### src/rtl/zone_alarm_if.sv
// zone_alarm_if
//   Bundles the control inputs and status outputs of zone_alarm_ctrl.
//   master: sensor/keypad side, drives flag, ack, sensor and entry_mask and
//           observes the status outputs.
//   slave : the controller itself.
//   Signals:
//     flag        1 = disarmed, 0 = armed
//     ack         alarm acknowledge
//     sensor      raw sensor levels, 1 = tripped
//     entry_mask  1 = zone uses the entry delay
//     zone_state  debounced sensor levels
//     alarm       latched per-zone alarms
//     fire_alarm  registered copy of the fire zone alarm bit
//     siren       registered OR of all alarms
//     arm_state   0 DISARMED, 1 ARMED, 2 ENTRY, 3 ALARM
//     entry_count remaining entry-delay cycles, 0 outside ENTRY
//     parity      registered XOR of alarm vector (when enabled)
interface zone_alarm_if #(
    parameter int NUM_ZONES   = 4,
    parameter int ENTRY_DELAY = 16
);
    localparam int CW = $clog2(ENTRY_DELAY);

    logic                 flag;
    logic                 ack;
    logic [NUM_ZONES-1:0] sensor;
    logic [NUM_ZONES-1:0] entry_mask;
    logic [NUM_ZONES-1:0] zone_state;
    logic [NUM_ZONES-1:0] alarm;
    logic                 fire_alarm;
    logic                 siren;
    logic [1:0]           arm_state;
    logic [CW-1:0]        entry_count;
    logic                 parity;

    modport master (
        output flag, ack, sensor, entry_mask,
        input  zone_state, alarm, fire_alarm, siren, arm_state, entry_count, parity
    );

    modport slave (
        input  flag, ack, sensor, entry_mask,
        output zone_state, alarm, fire_alarm, siren, arm_state, entry_count, parity
    );
endinterface

### src/rtl/zone_alarm_ctrl.sv
// zone_alarm_ctrl
//   Multi-zone security controller: per-zone debounce, global arm FSM with an
//   entry delay on selected zones, latched per-zone alarms with acknowledge.
//   The fire zone is always armed and never uses the entry delay.
//   Ports:
//     clock  rising-edge clock
//     reset  synchronous, active-high; clears all state and outputs
//     bus    zone_alarm_if.slave (flag, ack, sensor, entry_mask in;
//            zone_state, alarm, fire_alarm, siren, arm_state, entry_count,
//            parity out)
//   Build option:
//     ZONE_PARITY_EN  when defined, parity is the registered XOR of the alarm
//                     vector; otherwise parity is tied to 0.
module zone_alarm_ctrl #(
    parameter int NUM_ZONES   = 4,
    parameter int DEBOUNCE    = 3,
    parameter int ENTRY_DELAY = 16,
    parameter int FIRE_ZONE   = 0
) (
    input logic         clock,
    input logic         reset,
    zone_alarm_if.slave bus
);
    localparam int CW = $clog2(ENTRY_DELAY);
    localparam int DW = (DEBOUNCE > 1) ? $clog2(DEBOUNCE) : 1;
    localparam logic [NUM_ZONES-1:0] FIRE_MASK = NUM_ZONES'(1) << FIRE_ZONE;

    typedef enum logic [1:0] {
        DISARMED = 2'd0,
        ARMED    = 2'd1,
        ENTRY    = 2'd2,
        ALARM    = 2'd3
    } arm_t;

    logic [DW-1:0]        db_cnt [NUM_ZONES];
    logic [NUM_ZONES-1:0] zs;
    arm_t                 state, nxt_state;
    logic [CW-1:0]        cnt, nxt_cnt;
    logic [NUM_ZONES-1:0] pend, nxt_pend;
    logic [NUM_ZONES-1:0] alarm_q, nxt_alarm;
    logic [NUM_ZONES-1:0] set_nf;
    logic                 clr_nf;
    logic                 nxt_fire;
    logic [NUM_ZONES-1:0] trip, emask, trip_entry, trip_direct;
    logic                 siren_q, fire_q;

    // Debounce: zone_state follows sensor after DEBOUNCE consecutive differing cycles
    always_ff @(posedge clock) begin
        if (reset) begin
            for (int i = 0; i < NUM_ZONES; i++) db_cnt[i] <= '0;
            zs <= '0;
        end else begin
            for (int i = 0; i < NUM_ZONES; i++) begin
                if (bus.sensor[i] == zs[i]) begin
                    db_cnt[i] <= '0;
                end else if (db_cnt[i] == DW'(DEBOUNCE - 1)) begin
                    zs[i]     <= bus.sensor[i];
                    db_cnt[i] <= '0;
                end else begin
                    db_cnt[i] <= db_cnt[i] + 1'b1;
                end
            end
        end
    end

    // Trip classification; the fire zone is excluded from the arm FSM entirely
    assign trip        = zs & ~FIRE_MASK;
    assign emask       = bus.entry_mask & ~FIRE_MASK;
    assign trip_entry  = trip & emask;
    assign trip_direct = trip & ~emask;

    always_comb begin
        nxt_state = state;
        nxt_cnt   = '0;
        nxt_pend  = '0;
        set_nf    = '0;
        clr_nf    = 1'b0;
        unique case (state)
            DISARMED: begin
                if (!bus.flag) nxt_state = ARMED;
            end
            ARMED: begin
                // Disarm wins over a trip seen in the same cycle
                if (bus.flag) begin
                    nxt_state = DISARMED;
                end else if (|trip_direct) begin
                    nxt_state = ALARM;
                    set_nf    = trip_direct;
                end else if (|trip_entry) begin
                    nxt_state = ENTRY;
                    nxt_cnt   = CW'(ENTRY_DELAY - 1);
                    nxt_pend  = trip_entry;
                end
            end
            ENTRY: begin
                if (bus.flag) begin
                    nxt_state = DISARMED;
                end else if (|trip_direct) begin
                    nxt_state = ALARM;
                    set_nf    = trip_direct | pend | trip_entry;
                end else if (cnt == '0) begin
                    nxt_state = ALARM;
                    set_nf    = pend | trip_entry;
                end else begin
                    nxt_cnt  = cnt - CW'(1);
                    nxt_pend = pend | trip_entry;
                end
            end
            ALARM: begin
                if (bus.flag && bus.ack) begin
                    nxt_state = DISARMED;
                    clr_nf    = 1'b1;
                end else if (!bus.flag) begin
                    set_nf = trip;
                end
            end
            default: nxt_state = DISARMED;
        endcase

        // Fire latch: active fire always wins over ack
        if (zs[FIRE_ZONE])  nxt_fire = 1'b1;
        else if (bus.ack)   nxt_fire = 1'b0;
        else                nxt_fire = alarm_q[FIRE_ZONE];

        nxt_alarm = (clr_nf ? '0 : ((alarm_q | set_nf) & ~FIRE_MASK))
                  | (nxt_fire ? FIRE_MASK : '0);
    end

    // State, latched alarms and derived registered outputs
    always_ff @(posedge clock) begin
        if (reset) begin
            state   <= DISARMED;
            cnt     <= '0;
            pend    <= '0;
            alarm_q <= '0;
            siren_q <= 1'b0;
            fire_q  <= 1'b0;
        end else begin
            state   <= nxt_state;
            cnt     <= nxt_cnt;
            pend    <= nxt_pend;
            alarm_q <= nxt_alarm;
            siren_q <= |alarm_q;
            fire_q  <= alarm_q[FIRE_ZONE];
        end
    end

`ifdef ZONE_PARITY_EN
    logic parity_q;
    always_ff @(posedge clock) begin
        if (reset) parity_q <= 1'b0;
        else       parity_q <= ^alarm_q;
    end
    assign bus.parity = parity_q;
`else
    assign bus.parity = 1'b0;
`endif

    assign bus.zone_state  = zs;
    assign bus.alarm       = alarm_q;
    assign bus.fire_alarm  = fire_q;
    assign bus.siren       = siren_q;
    assign bus.arm_state   = state;
    assign bus.entry_count = cnt;
endmodule

### src/flat_wrapper.sv
// flat-port wrapper written by rule: the top's interface ports become plain ports
module zone_alarm_ctrl_flat 
#(
    parameter int NUM_ZONES   = 4,
    parameter int DEBOUNCE    = 3,
    parameter int ENTRY_DELAY = 16,
    parameter int FIRE_ZONE   = 0
)
  (clock, reset, bus_flag, bus_ack, bus_sensor, bus_entry_mask, bus_zone_state, bus_alarm, bus_fire_alarm, bus_siren, bus_arm_state, bus_entry_count, bus_parity);
  zone_alarm_if #(.NUM_ZONES(NUM_ZONES), .ENTRY_DELAY(ENTRY_DELAY)) bus_i ();
  input logic clock;
  input logic reset;
  input wire logic [$bits(bus_i.flag)-1:0] bus_flag;
  input wire logic [$bits(bus_i.ack)-1:0] bus_ack;
  input wire logic [$bits(bus_i.sensor)-1:0] bus_sensor;
  input wire logic [$bits(bus_i.entry_mask)-1:0] bus_entry_mask;
  output wire logic [$bits(bus_i.zone_state)-1:0] bus_zone_state;
  output wire logic [$bits(bus_i.alarm)-1:0] bus_alarm;
  output wire logic [$bits(bus_i.fire_alarm)-1:0] bus_fire_alarm;
  output wire logic [$bits(bus_i.siren)-1:0] bus_siren;
  output wire logic [$bits(bus_i.arm_state)-1:0] bus_arm_state;
  output wire logic [$bits(bus_i.entry_count)-1:0] bus_entry_count;
  output wire logic [$bits(bus_i.parity)-1:0] bus_parity;
  assign bus_i.flag = bus_flag;
  assign bus_i.ack = bus_ack;
  assign bus_i.sensor = bus_sensor;
  assign bus_i.entry_mask = bus_entry_mask;
  assign bus_zone_state = bus_i.zone_state;
  assign bus_alarm = bus_i.alarm;
  assign bus_fire_alarm = bus_i.fire_alarm;
  assign bus_siren = bus_i.siren;
  assign bus_arm_state = bus_i.arm_state;
  assign bus_entry_count = bus_i.entry_count;
  assign bus_parity = bus_i.parity;
  zone_alarm_ctrl #(.NUM_ZONES(NUM_ZONES), .DEBOUNCE(DEBOUNCE), .ENTRY_DELAY(ENTRY_DELAY), .FIRE_ZONE(FIRE_ZONE)) u_core (.clock(clock), .reset(reset), .bus(bus_i));
endmodule
### config.mk
export PLATFORM = sky130hd
export DESIGN_NAME = zone_alarm_ctrl_flat
export DESIGN_NICKNAME = d
export VERILOG_FILES = /design/src/rtl/zone_alarm_if.sv /design/src/rtl/zone_alarm_ctrl.sv /design/src/flat_wrapper.sv
export SDC_FILE = /design/constraint.sdc
export NUM_CORES = 1
export LEC_CHECK = 0
export CAP_MARGIN = 20
export CELL_PAD_IN_SITES_DETAIL_PLACEMENT = 1
export CELL_PAD_IN_SITES_GLOBAL_PLACEMENT = 2
export CORE_MARGIN = 5
export CORE_UTILIZATION = 33
export DETAILED_ROUTE_END_ITERATION = 8
export PLACE_DENSITY = 0.92
export SLEW_MARGIN = 30
export SYNTH_ARGS = -nofsm -noshare
export SYNTH_HDL_FRONTEND = slang
export SYNTH_SLANG_ARGS = --single-unit
### constraint.sdc
create_clock -name clock -period 2.44 [get_ports clock]
set_input_delay 0.732 -clock clock [delete_from_list [all_inputs] [get_ports clock]]
set_output_delay 0.732 -clock clock [all_outputs]
set_load 0.03 [all_outputs]
# Yosys cells after proc, flatten, opt, wreduce, memory -nomap -nowiden

Memory sizes are Yosys's and may differ from the RTL's.
Cells that the tools add are included.

Input bits: 12
RAM bits: 8
Register bits after elaboration: 20
Output and inout bits: 17
Memories kept: 1

$add $sub $neg: 5
Equality and inequality tests: 15
Bitwise gates (word level): 24
Mux-type cells: 95
Reduce and logical (&&, ||, !) cells: 11

Memories:

| memory        | words | width | read ports | clocked after memory_dff | write ports | RTL line              | source |
|---|---|---|---|---|---|---|---|
| u_core.db_cnt | 4     | 2     | 4          | 0                        | 4           | zone_alarm_ctrl.sv:35 | `logic [DW-1:0] db_cnt [NUM_ZONES];` |

Operator list:

| kind                                                                | number |
|---|---|
| 4-bit two-way mux                                                   | 20 |
| 1-bit two-way mux                                                   | 51 |
| 2-bit two-way mux                                                   | 20 |
| 4-bit OR                                                            | 5 |
| 4-bit case mux with 2 select lines                                  | 2 |
| 2-bit == test (second input constant)                               | 6 |
| 1-bit OR                                                            | 12 |
| 4-bit case mux with 3 select lines                                  | 1 |
| 4-bit OR reduction                                                  | 3 |
| 2-bit by 1-bit adder with 2-bit output (second input constant)      | 4 |
| 4-bit AND                                                           | 2 |
| 4-bit by 2-bit != test with 1-bit output (second input constant)    | 2 |
| 2-bit case mux with 4 select lines                                  | 1 |
| 2-bit AND reduction                                                 | 4 |
| 1-bit == test                                                       | 4 |
| 4-bit logical NOT                                                   | 1 |
| 1-bit inverter                                                      | 4 |
| 4-bit inverter                                                      | 1 |
| 4-bit AND reduction                                                 | 1 |
| 4-bit by 1-bit subtractor with 4-bit output (second input constant) | 1 |
| 2-bit by 1-bit == test with 1-bit output (second input constant)    | 1 |
| 2-bit logical NOT                                                   | 1 |
| 2-bit by 1-bit != test with 1-bit output (second input constant)    | 1 |
| 2-bit != test (second input constant)                               | 1 |
| 1-bit logical AND                                                   | 1 |

# Longest topological paths before layout

Gate-level depths: netlist (run 1).

Word-level depth: 10
Mapped depth: 6

# Worst setup path before layout (run 1)

OpenSTA, ideal clock, no wires.

Path type: register to register
From: register u_core.state[1] (netlist: u_core.bus.arm_state[1])
To: register u_core.state[1] (netlist: u_core.bus.arm_state[1])
Stages on the path, launching flop included: 7
Setup slack: 0.502 ns
Data arrival time: 1.817 ns
Library setup time: 0.121 ns
Period minus slack after synthesis: 1.938 ns
Path through: dfxtp_1 inv_1 ha_1 nor2b_1 o2bb2ai_1 a221o_1 mux2_4

Word-level cells in the longest chain between the ends: 3

Ends and longest elaborated chain:

| element                                                                    | RTL line               | source |
|---|---|---|
| start: declaration                                                         | zone_alarm_ctrl.sv:37  | `arm_t state, nxt_state;` |
| start signal: assignment                                                   | zone_alarm_ctrl.sv:139 | `state <= nxt_state;` |
| 2-bit == test (tied with other cells)                                      | zone_alarm_ctrl.sv:78  | `unique case (state)` |
| 4-bit by 2-bit != test with 1-bit output (no line) (tied with other cells) | n/a                    |  |
| 4-bit AND reduction (no line)                                              | n/a                    |  |

Several ways; a longest one is shown, not always the timed one.
A chain may end at the register's enable or synchronous reset.

# Final worst setup path (run 1)

From: register u_core.zs[2] (netlist: u_core.bus.zone_state[2])
To: output port bus_zone_state[2]

RTL lines:

| element                          | RTL line              | source |
|---|---|---|
| start: declaration               | zone_alarm_ctrl.sv:36 | `logic [NUM_ZONES-1:0] zs;` |
| start signal: indexed assignment | zone_alarm_ctrl.sv:57 | `zs[i] <= bus.sensor[i];` |
| end: declaration                 | flat_wrapper.sv:17    | `output wire logic [$bits(bus_i.zone_state)-1:0] bus_zone_state;` |

No word-level cell between the ends.

==> reports/results.tsv, run 1 <==
stage	metric	value	unit
clocking	CTS H-tree depth	1	
worst_setup_path	CP top delay family	buffers and inverters	
min_path	Hold Startpoint	u_core.pend[1]	
clocking	CTS tree	done	
pwr	PwrDens	593	mW/mm²
finish	final core utilization	43.0	%
grt	first-pass GRT wire length	5370	µm
worst_setup_path	crit path buf inv count	1	
floorplanning	core area	0.00426	mm²
pwr	Worst VDD drop	0.314	mV
min_path	hold path depth	2	
sta	Final TNS setup	0	ns
synth	post-synthesis cell count	147	
floorplanning	Starting Density	33.5	%
worst_setup_path	Worst EP arrival	1.52	ns
sta	f_max	443	MHz
finish	commonest non-fill, non-tap cell in the layout	clkdlybuf4s50_1	
routing	routed len/inst	13.7	µm
sta	Final Skew	0.00277	ns
sta	final setup violation count	0	
synth	warnings from Yosys	0	
sta	fin crit share	92.5	%
clocking	Resized cells post-CTS	0	
worst_setup_path	R2R depth	6	
worst_setup_path	r2r setup slk	0.59	ns
synth	Primary FF master, synth	dfxtp_1	
min_path	Hold Path Class	reg -> reg	
worst_setup_path	delay of the slowest cell on the worst path	0.74	ns
clocking	CTS root buf	clkbuf_8	
routing	initial DRC count	30	
sta	Final Critical Period	2.26	ns
worst_setup_path	CP required	1.71	ns
floorplanning	Die Height	75.7	µm
sta	count of final hold-check violations	0	
worst_setup_path	worst r2r src	u_core.bus.arm_state[1]	
worst_setup_path	crit-path max FO	8	
pwr	P_leak	0.698	nW
placement	PortBufs	26	
finish	most frequent cells in the layout	clkdlybuf4s50_1 (26), nor2_1 (21), dfxtp_1 (19), inv_1 (11), ha_1 (10)	
finish	Multi-input gate area	769	µm²
clocking	CTS clk-pin slew, worst paths	0.09	ns
floorplanning	Std-Cell Rows	24	
clocking	CTS Buf Count	3	
worst_setup_path	worst path cell trace	clkdlybuf4s50_1	
sta	RSZ-0062 raised after global routing	no	
sta	final slew viol count	0	
routing	DRT antenna net count	0	
finish	share of post-route cells with drive strength above 1	7.07	%
floorplanning	Ports	29	
routing	total wire length	3220	µm
synth	Yosys cell types	38	
floorplanning	Die ar.	0.00574	mm²
worst_setup_path	Critical Path Start Type	flop	
routing	DR DRC count	0	
finish	Syn-to-layout area delta	28.7	%
finish	FILL cells	502	
clocking	Post-CTS Setup Bufs	0	
synth	Post-Synthesis Cell Area	0.00143	mm²
finish	nets@finish	207	
min_path	worst hold endpoint	u_core.pend[1]	
clocking	clock buffer depth	2	
routing	vias	1148	
finish	register area	621	µm²
worst_setup_path	slowest cell on the critical path	clkdlybuf4s50_1	
grt	total track usage	12.5	%
placement	gpl congestion	0.782	
synth	average footprint of a synthesized cell	9.70	µm²
worst_setup_path	crit path kind	reg -> out	
synth	Yosys reg bits	27	
finish	antenna cells	0	
grt	antenna violations before repair	0	
worst_setup_path	Critical Path Sink Type	output port	
worst_setup_path	worst setup path startpoint	u_core.bus.zone_state[2]	
grt	total congestion overflow	0	
placement	Detail Placement HPWL	2580	µm
synth	register area share after synthesis	43.5	%
routing	DR pass1 iterations	4	
synth	Post-synth EDFFs	8	
clocking	Post-CTS Hold Buffers	0	
synth	Synth async-reset ratio	0	%
routing	vias per inst	4.86	
floorplanning	Die W	75.7	µm
run_status	status	completed	
grt	vias in the first global route	1210	
worst_setup_path	Critical R2R Capture	u_core.bus.arm_state[1]	
flow_run	# Max-Cap Violations	0	
clocking	Clock Latency Late Sink	0.28	ns
grt	largest net degree at the start of global routing	18	
clocking	clk sinks	27	
[area by class of cell]
class / count / share of cell area (%)
multi-input cells: 112 / 41.9
flip-flops and latches: 27 / 33.8
repair buffers: 30 / 15.8
well taps: 52 / 3.54
clock buffers: 3 / 2.25
inverters: 11 / 2.25
clock inverters: 1 / 0.409
[cell usage after synthesis (all sizes together), types with 2 or more instances]
master / n / area (µm²)
nor2: 21 / 78.8
dfxtp: 19 / 380
inv: 11 / 41.3
ha: 10 / 125
a21oi: 9 / 45.0
edfxtp: 8 / 240
nor2b: 7 / 43.8
nand3: 6 / 30.0
mux2i: 5 / 50.1
nand2b: 4 / 25.0
or3: 4 / 25.0
xnor2: 4 / 35.0
and2b: 3 / 25.0
buf: 3 / 17.5
nand4: 3 / 18.8
nor3: 3 / 20.0
a211oi: 2 / 15.0
a221o: 2 / 20.0
conb: 2 / 7.51
nand3b: 2 / 15.0
nor3b: 2 / 26.3
o21a: 2 / 15.0
o21ai: 2 / 10.0
o21bai: 2 / 15.0
xor2: 2 / 17.5
[metrics by stage]
| stage | hold WS, ns | worst slack, ns | power, mW | std cells | area [µm²] |
|---|---|---|---|---|---|
| 5_1_grt | 0.497 | 0.0920 | 1.15 | 236 | 1840 |
| 3_5_place_dp | 0.465 | -0.0332 | 0.833 | 232 | 1790 |
| 4_1_cts | 0.477 | 0.143 | 1.11 | 236 | 1840 |
| 3_3_place_gp | 0.454 | -0.00433 | 0.817 | 232 | 1790 |
| 2_1_floorplan | 0.444 | 0.502 | 0.726 | 154 | 1450 |
| 6_report | 0.476 | 0.184 | 1.09 | 236 | 1840 |
[sequential cells by signal, summed over array words and instances, names as in the netlist]
signal and cells:
u_core.bus.zone_state 4, u_core.db_cnt 8, u_core.bus.entry_count 4, u_core.bus.alarm 4, u_core.pend 3, u_core.bus.siren 1, u_core.bus.arm_state 2, u_core.bus.fire_alarm 1
[per-layer routing]
metal | track usage [%] | part of all wire (%) | vias up
met3 | 2.64 | 3.0 | 7
met4 | 7.38 | 2.8 | 0
met1 | 13.7 | 42 | 550
met5 | 0 | 0 | -
met2 | 22.0 | 52 | 16
li1 | - | - | 575
[cells by family after synthesis]
group           count (synthesis)  share of synthesized area (%)
compound gates                 25                           12.5
xor+xnor                        6                           3.68
fa+ha+maj                      10                           8.77
buf+inv                        15                           4.39
flops                          27                           43.5
mux                             6                           4.56
other cells                     2                          0.527
simple gates                   56                           22.0
[worst max path at each step]
stage	to	slack, ns	depth (start not counted)
floorplan	u_core.bus.arm_state[1]	0.50	6
global placement	u_core.bus.arm_state[1]	-0.004	5
detailed placement	u_core.bus.alarm[3]	-0.03	5
CTS	bus_zone_state[2]	0.14	1
global route	bus_zone_state[2]	0.09	1
finish	bus_zone_state[2]	0.18	1
[power breakdown]
part           internal [mW]  switching (mW)
clock                  0.116           0.150
combinational          0.137           0.174
sequential             0.487          0.0233
total                  0.741           0.347
Power figures use the tool's default switching activity.
==> run 2: changes to the inputs <==
--- a/config.mk
+++ b/config.mk
@@ -11,8 +11,9 @@
 export CORE_MARGIN = 5
 export CORE_UTILIZATION = 33
 export DETAILED_ROUTE_END_ITERATION = 8
-export PLACE_DENSITY = 0.92
+export PLACE_DENSITY_LB_ADDON = 0.3
 export SLEW_MARGIN = 30
 export SYNTH_ARGS = -nofsm -noshare
 export SYNTH_HDL_FRONTEND = slang
 export SYNTH_SLANG_ARGS = --single-unit
+export TNS_END_PERCENT = 1
==> run 2 against run 1 <==
Against the previous run:
- power decreased by 1.2%
- setup slack improved by 0.042 ns
- first-iteration DRC count decreased by 47%
- sequential share of layout area decreased by 0.069 points
- global-route usage decreased by 0.30 points
- fmax increased by 1.9%
- sequential power about the same
- die area unchanged
- critical path depth unchanged
- clock skew decreased by 0.0015 ns
- critical path type unchanged
- critical endpoint is now bus_zone_state[3]
- largest power group unchanged
==> reports/results.tsv, run 2 (same netlist as run 1, synthesis figures left out) <==
stage	metric	value	unit	change
run_status	status	completed		
placement	PortBufs	26		unchanged
finish	FILL cells	504		+0.40%
finish	share of post-route cells with drive strength above 1	7.03	%	-0.038 points
floorplanning	Ports	29		unchanged
worst_setup_path	Worst EP arrival	1.48	ns	-0.04 ns
worst_setup_path	R2R depth	6		unchanged
finish	antenna cells	0		unchanged
finish	Syn-to-layout area delta	28.9	%	
floorplanning	Die W	75.7	µm	unchanged
pwr	P_leak	0.704	nW	+0.84%
worst_setup_path	delay of the slowest cell on the worst path	0.73	ns	about the same
sta	final setup violation count	0		unchanged
routing	DRT antenna net count	0		unchanged
worst_setup_path	crit path to	bus_zone_state[3]		
worst_setup_path	Critical Path Start Type	flop		
worst_setup_path	WP depth	1		unchanged
sta	RSZ-0062 raised after global routing	no		
worst_setup_path	worst r2r src	u_core.bus.arm_state[1]		
clocking	CTS Buf Count	3		unchanged
clocking	CTS tree	done		
placement	Detail Placement HPWL	2750	µm	+6.7%
worst_setup_path	worst setup path startpoint	u_core.bus.zone_state[3]		
placement	Inst Count DP	233		+0.43%
sta	final slew viol count	0		unchanged
routing	total wire length	3410	µm	+5.7%
finish	max FFs per register	8		unchanged
min_path	Hold Path Class	reg -> reg		
worst_setup_path	worst path cell trace	clkdlybuf4s50_1		
worst_setup_path	slowest cell on the critical path	clkdlybuf4s50_1		
sta	Final Critical Period	2.21	ns	-0.0425 ns
clocking	CTS root buf	clkbuf_8		
pwr	PwrDens	584	mW/mm²	-1.4%
grt	total track usage	12.2	%	-0.30 points
routing	routed len/inst	14.4	µm	+5.3%
floorplanning	Std-Cell Rows	24		unchanged
grt	vias in the first global route	1218		+0.66%
floorplanning	Die ar.	0.00574	mm²	unchanged
routing	initial DRC count	16		-47%
sta	f_max	452	MHz	+1.9%
sta	max_slew headroom	63.0	%	
clocking	CTS H-tree depth	1		unchanged
pwr	Worst VDD drop	0.370	mV	+18%
finish	Final Non-Filler Cells	237		+0.42%
clocking	Post-CTS Hold Buffers	0		unchanged
routing	DR DRC count	0		unchanged
worst_setup_path	CP top delay family	buffers and inverters		
worst_setup_path	Critical Path Sink Type	output port		
floorplanning	Die Height	75.7	µm	unchanged
floorplanning	core area	0.00426	mm²	unchanged
worst_setup_path	r2r setup slk	0.58	ns	about the same
grt	first-pass GRT wire length	5420	µm	+0.89%
worst_setup_path	crit-path max FO	8		unchanged
finish	commonest non-fill, non-tap cell in the layout	clkdlybuf4s50_1		
sta	worst-margin pin slew	0.553	ns	
worst_setup_path	Critical R2R Capture	u_core.bus.arm_state[1]		
routing	vias per inst	4.88		+0.36%
worst_setup_path	crit path buf inv count	1		unchanged
placement	gpl congestion	0.780		-0.26%
clocking	Clock Latency Late Sink	0.26	ns	-0.02 ns
finish	most frequent cells in the layout	clkdlybuf4s50_1 (26), nor2_1 (21), dfxtp_1 (19), inv_1 (11), ha_1 (10)		
grt	largest net degree at the start of global routing	16		-2
grt	total congestion overflow	0		unchanged
routing	DR pass1 iterations	4		unchanged
flow_run	# Max-Cap Violations	0		unchanged
routing	vias	1157		+0.78%
clocking	clock buffer depth	2		unchanged
grt	antenna violations before repair	0		unchanged
worst_setup_path	crit path kind	reg -> out		
pwr	Power Total	1.07	mW	-1.2%
sta	fin crit share	90.7	%	-1.7 points
finish	nets@finish	208		+0.48%
finish	largest register by flop count	u_core.db_cnt		
worst_setup_path	CP required	1.71	ns	about the same
sta	Final Skew	0.00126	ns	-0.00151 ns
floorplanning	Starting Density	33.5	%	unchanged
clocking	Resized cells post-CTS	0		unchanged
clocking	Post-CTS Setup Bufs	0		unchanged
clocking	clk sinks	27		unchanged
clocking	CTS clk-pin slew, worst paths	0.09	ns	about the same
sta	count of final hold-check violations	0		unchanged
## run 2: cell count changes in the layout (fill, tap and decap cells not counted), sizes merged
cell      previous run  this run
clkinvlp             1         0
buf                  4         5
clkbuf               3         4
## run 2: through the flow
stage          instance area [µm²]  setup TNS, ns  worst slack [ns]  utilization, %  hold WS (ns)
6_report                      1840              0             0.227            43.1         0.472
5_1_grt                       1840              0             0.141            43.1         0.503
4_1_cts                       1840              0             0.203            43.1         0.482
3_5_place_dp                  1790        -0.0363           -0.0363            42.1         0.467
3_3_place_gp                  1790              0           0.00680            42.1         0.457
2_1_floorplan                 1450              0             0.502               -         0.444
## run 2: layout make-up
class | instances | area [µm²] | share of cell area (%)
clock buffers | 4 | 45.0 | 2.45
inverters | 11 | 41.3 | 2.24
multi-input cells | 112 | 769 | 41.8
flip-flops and latches | 27 | 621 | 33.7
well taps | 52 | 65.1 | 3.54
repair buffers | 31 | 298 | 16.2
## run 2: worst min path at each step
| stage | end | slack, ns | depth (start not counted) | start |
|---|---|---|---|---|
| floorplan | u_core.pend[1] | 0.44 | 2 | u_core.pend[1] |
| global placement | u_core.pend[1] | 0.46 | 2 | u_core.pend[1] |
| detailed placement | u_core.pend[1] | 0.47 | 2 | u_core.pend[1] |
| CTS | u_core.pend[1] | 0.48 | 2 | u_core.pend[1] |
| global route | u_core.pend[1] | 0.50 | 2 | u_core.pend[1] |
| finish | u_core.pend[1] | 0.47 | 2 | u_core.pend[1] |
## run 2: report_power, final
group / switching [mW] / leakage (nW) / total [mW] / internal [mW]
combinational: 0.175 / 0.445 / 0.313 / 0.138
clock: 0.135 / 0.0228 / 0.252 / 0.117
sequential: 0.0229 / 0.236 / 0.510 / 0.487
## run 2: routing by layer
layer	wire [µm]	vias to the layer above	track usage (%)	part of all wire [%]
met4	30	0	2.91	0.88
met1	1580	557	14.9	46
met2	1700	19	22.1	50
li1	-	577	-	-
met3	100	4	2.11	2.9
met5	0	-	0	0
## run 2: tightest hold or removal path, delay by kind of cell (launching register included)
kind	cells	cell delay [ns]
flip-flops	1	0.32
AND/OR/NAND/NOR	1	0.06
AO/OA/AOI/OAI	1	0.05
